File: src/rtl/press_pulse_gen.sv
// Debounced pushbutton to single-cycle press strobe, with optional auto-repeat
// while held (enabled by defining PRESS_PULSE_GEN_AUTO_REPEAT_EN).
module press_pulse_gen #(
  parameter logic [15:0] DEBOUNCE_CYCLES = 16'd50000,
  parameter logic        BTN_ACTIVE_LOW  = 1'b1,
  parameter logic [23:0] REPEAT_DELAY    = 24'd10000000,
  parameter logic [23:0] REPEAT_PERIOD   = 24'd2500000
) (
  input  logic clk,
  input  logic reset,
  input  logic btn,
  output logic pulse,
  output logic pressed
);

  typedef enum logic [1:0] {
    IDLE,
    PRESS_WAIT,
    HELD,
    RELEASE_WAIT
  } state_t;

  state_t      state;
  state_t      state_next;
  logic        btn_norm;
  logic        sync1;
  logic        sync;
  logic [15:0] count;
  logic [15:0] count_next;
  logic        pulse_next;

`ifdef PRESS_PULSE_GEN_AUTO_REPEAT_EN
  logic [23:0] rpt_timer;
  logic [23:0] rpt_timer_next;
  logic        rpt_armed;
  logic        rpt_armed_next;
  logic [23:0] rpt_limit;

  // The first repeat waits the long delay; later ones use the shorter period.
  assign rpt_limit = rpt_armed ? REPEAT_PERIOD : REPEAT_DELAY;
`else
  // Repeat parameters have no effect when auto-repeat is compiled out.
  if ((REPEAT_DELAY == 24'd0) && (REPEAT_PERIOD == 24'd0)) begin : g_repeat_unused
  end
`endif

  assign btn_norm = BTN_ACTIVE_LOW ? ~btn : btn;

  always_ff @(posedge clk or posedge reset) begin
    if (reset) begin
      sync1 <= 1'b0;
      sync  <= 1'b0;
    end else begin
      sync1 <= btn_norm;
      sync  <= sync1;
    end
  end

  always_comb begin
    state_next = state;
    count_next = count;
    pulse_next = 1'b0;
`ifdef PRESS_PULSE_GEN_AUTO_REPEAT_EN
    rpt_timer_next = rpt_timer;
    rpt_armed_next = rpt_armed;
`endif
    case (state)
      IDLE: begin
        if (sync) begin
          state_next = PRESS_WAIT;
          count_next = 16'd0;
        end
      end
      PRESS_WAIT: begin
        if (!sync) begin
          state_next = IDLE;
        end else if (count == DEBOUNCE_CYCLES - 16'd1) begin
          state_next = HELD;
          pulse_next = 1'b1;
`ifdef PRESS_PULSE_GEN_AUTO_REPEAT_EN
          rpt_timer_next = 24'd0;
          rpt_armed_next = 1'b0;
`endif
        end else begin
          count_next = count + 16'd1;
        end
      end
      HELD: begin
        if (!sync) begin
          state_next = RELEASE_WAIT;
          count_next = 16'd0;
        end
`ifdef PRESS_PULSE_GEN_AUTO_REPEAT_EN
        else if (rpt_timer == rpt_limit - 24'd1) begin
          pulse_next     = 1'b1;
          rpt_timer_next = 24'd0;
          rpt_armed_next = 1'b1;
        end else begin
          rpt_timer_next = rpt_timer + 24'd1;
        end
`endif
      end
      RELEASE_WAIT: begin
        if (sync) begin
          state_next = HELD;
        end else if (count == DEBOUNCE_CYCLES - 16'd1) begin
          state_next = IDLE;
        end else begin
          count_next = count + 16'd1;
        end
      end
      default: begin
        state_next = IDLE;
        count_next = 16'd0;
      end
    endcase
  end

  // pressed is derived from the next state so it lines up with the state register.
  always_ff @(posedge clk or posedge reset) begin
    if (reset) begin
      state   <= IDLE;
      count   <= 16'd0;
      pulse   <= 1'b0;
      pressed <= 1'b0;
    end else begin
      state   <= state_next;
      count   <= count_next;
      pulse   <= pulse_next;
      pressed <= (state_next == HELD) || (state_next == RELEASE_WAIT);
    end
  end

`ifdef PRESS_PULSE_GEN_AUTO_REPEAT_EN
  always_ff @(posedge clk or posedge reset) begin
    if (reset) begin
      rpt_timer <= 24'd0;
      rpt_armed <= 1'b0;
    end else begin
      rpt_timer <= rpt_timer_next;
      rpt_armed <= rpt_armed_next;
    end
  end
`endif

endmodule

File: config.mk
export PLATFORM = sky130hd
export DESIGN_NAME = press_pulse_gen
export DESIGN_NICKNAME = d
export VERILOG_FILES = /design/src/rtl/press_pulse_gen.sv
export SDC_FILE = /design/constraint.sdc
export NUM_CORES = 1
export LEC_CHECK = 0
export CAP_MARGIN = 20
export CORE_MARGIN = 2
export CORE_UTILIZATION = 55
export CTS_CLUSTER_DIAMETER = 40
export DETAILED_ROUTE_END_ITERATION = 12
export PLACE_DENSITY_LB_ADDON = 0.1
export SYNTH_ARGS = -nofsm -noshare
export SYNTH_HDL_FRONTEND = slang
export SYNTH_SLANG_ARGS = --single-unit
File: constraint.sdc
create_clock -name clk -period 3.49 [get_ports clk]
set_clock_uncertainty 0.1 [all_clocks]
set_input_delay 0.349 -clock clk [delete_from_list [all_inputs] [get_ports clk]]
set_output_delay 0.349 -clock clk [all_outputs]
set_load 0.005 [all_outputs]
==> metrics.txt <==
Initial Util=59.69%; die width=50.61 um; Top FF cell, synth=dfrtp_1; CTS buffer count=3; ant diodes=0; cells after synthesis=123; CTS Buffer Depth=2; die area=2561 um2; worst slack at placement=1475 ps; P&R area growth vs syn=3.979%; FFs w/ async S/R, synth=100.0%; Overflow after GRT=0; first-pass GRT wire length=4.043 mm; Netlist cell types=40; Critical Path Source Type=flip-flop; initial antenna violation count=0; critical path endpoint category=flip-flop; I/O pins=5; vias per cell=6.020; CP endpoint=count[6]; Mapped Area=1195 um2; crit path kind=flip-flop to flip-flop; TNS Setup=0 ps; clock tree sinks=21; synth top area cells=dfrtp_1 44%, mux2i_1 5.0%, nand2_1 3.5%; CP arrival=2140 ps; R2R setup slack=1450 ps; Final period util=58.40%; post-CTS setup buffers=0; Hold Buf Count CTS=0; DP Area=1216 um2; worst-case vdd ir drop=295.1 uV; RSZ-0062 raised after global routing=no; leakage power=0.5690 nW; PwrDens=331.0 nW/um2; area leader, netlist=dfrtp_1; per-cell routed wire length=14.72 um; DR pass1 iterations=4; Avg Cell Area, Syn=9.715 um2; DRC viols=0; CTS tree=done; ratio of cells with drive above 1 in the final layout=7.317%; H-tree depth=1; Yosys reg bits=21; minimum clock period after layout=2038 ps; remaining antenna violation count=0; die height=50.61 um; routed via count=903; Seq/Total Area, Yosys=43.98%; CP max FO=13; pin slew with the least headroom to its limit=810.6 ps; largest net degree at the start of global routing=22; fmax=490.6 MHz; Final Hold Slack=282.8 ps; top cell type's share of synthesized area=43.98%; Final GP Congestion=0.8112; cells on worst reg2reg path=6; Port Buffers=4; r2r endpoint=count[6]; Post-CTS Resized=0; Crit path required time=3590 ps; clock transition at the registers of the reported paths=110 ps; Final setup viols=0; vias in the first global route=876; Root Buffer=clkbuf_4; r2r startpoint=count[0]; Slew Viols, Final=0; CP Launch Point=count[0]; Worst-Skew Late Latency=300 ps; CORE AREA=2002 um2; Total Routing Usage GR=20.85%; number of synthesized flops with an enable pin=0; number of DRC markers in iteration 0=21; # Max-Cap Violations=0; worst setup margin=1452 ps; fillers=168; post-DP HPWL=1.583 mm; Syn. warnings=0; Max-slew headroom=45.90%; total wire length=2.208 mm; Fin. Hold Viols=0; run status=complete, no violations; Core Rows=16; Mapped Nets=127; design area=1242 um2; Final nets=128; hold crit path type=flip-flop to flip-flop
## cells in the mapped netlist (2+ instances only)
library cell  instances
and4_1                3
nand3_1               7
buf_2                 3
or4_1                 2
nor2_1                8
and4bb_1              2
buf_6                 3
o21ai_0               5
clkbuf_1              2
and2_1                4
a21o_1                3
o31ai_1               5
mux2i_1               6
nand4_1               4
dfrtp_1              21
inv_1                 5
nand2b_1              3
a21oi_1               3
nor4_1                3
nand2_1              11
## per-layer routing
metal / routed length (um) / GRT usage, % / up-vias / share of wire, %
met1: 1086 / 30.84 / 432 / 49
met2: 999 / 31.14 / 20 / 45
met4: 13 / 6.306 / 0 / 0.59
li1: - / - / 449 / -
met3: 108 / 3.571 / 2 / 4.9
met5: 0 / 0 / - / 0
## placed cells by master (no fill, tap or decap), types with 2 or more instances in the layout
| cell type | synthesis | layout |
|---|---|---|
| clkbuf_4 | 0 | 3 |
| inv_1 | 5 | 5 |
| clkdlybuf4s50_1 | 0 | 4 |
| a21oi_1 | 3 | 3 |
| nor2_1 | 8 | 8 |
| nor4_1 | 3 | 3 |
| and2_1 | 4 | 4 |
| mux2i_1 | 6 | 6 |
| a21o_1 | 3 | 3 |
| dfrtp_1 | 21 | 21 |
| or4_1 | 2 | 2 |
| and4bb_1 | 2 | 2 |
| nand4_1 | 4 | 4 |
| and4_1 | 3 | 3 |
| nand2b_1 | 3 | 3 |
| nand2_1 | 11 | 11 |
| o21ai_0 | 5 | 5 |
| nand3_1 | 7 | 7 |
| o31ai_1 | 5 | 5 |
## critical path, cell delays in order (launching register included)
cell and delay (ps):
dfrtp_1 400, ha_1 230, and4_1 270, and4_4 320
or2_1 270, inv_2 80, a311o_1 260
## state kept, by name, summed over array words and instances, names as in the netlist
signal,count
count,16
pressed,1
sync,1
sync1,1
pulse,1
state,1
## power breakdown
group,switching (mW),internal [mW]
Combinational,0.0225,0.0135
Clock,0.0706,0.0445
Sequential,0.00909,0.251
## final cells by class
class / instances / area (um2) / share of cell area (%)
clock buffer: 4 / 26.28 / 2.115
inverter: 6 / 22.52 / 1.813
multi-input combinational: 87 / 586.8 / 47.23
sequential: 21 / 525.5 / 42.30
tap: 27 / 33.78 / 2.719
timing repair buffer: 5 / 47.55 / 3.827
## stage by stage
step	cells	total power, mW	utilization, %
floorplan	123	0.2919	-
global placement	146	0.2991	60.75
detailed placement	146	0.3009	60.75
CTS	150	0.4155	62.06
global route	150	0.4293	62.06
finish	150	0.4113	62.06
## cell families (layout without fill, tap and decap cells)
kind of cell / count (synthesis) / in the layout / synth area share (%)
AO/OA/AOI/OAI: 23 / 23 / 13.93
XOR/XNOR: 2 / 2 / 1.466
adder cells (fa/ha/maj): 1 / 1 / 1.047
buffers and inverters: 15 / 15 / 6.910
flip-flops: 21 / 21 / 43.98
multiplexers: 7 / 7 / 5.969
AND/OR/NAND/NOR: 54 / 54 / 26.70
## worst min path at each step
| stage | from | end | slack [ps] | cells past startpoint |
|---|---|---|---|---|
| 2_1_floorplan | reset | count[0] | 230 | 1 |
| 3_3_place_gp | sync1 | sync | 230 | 0 |
| 3_5_place_dp | sync1 | sync | 270 | 0 |
| 4_1_cts | sync1 | sync | 290 | 0 |
| 5_1_grt | sync1 | sync | 300 | 0 |
| 6_report | sync1 | sync | 280 | 0 |
No activity file was read; power rests on OpenSTA's default activity.
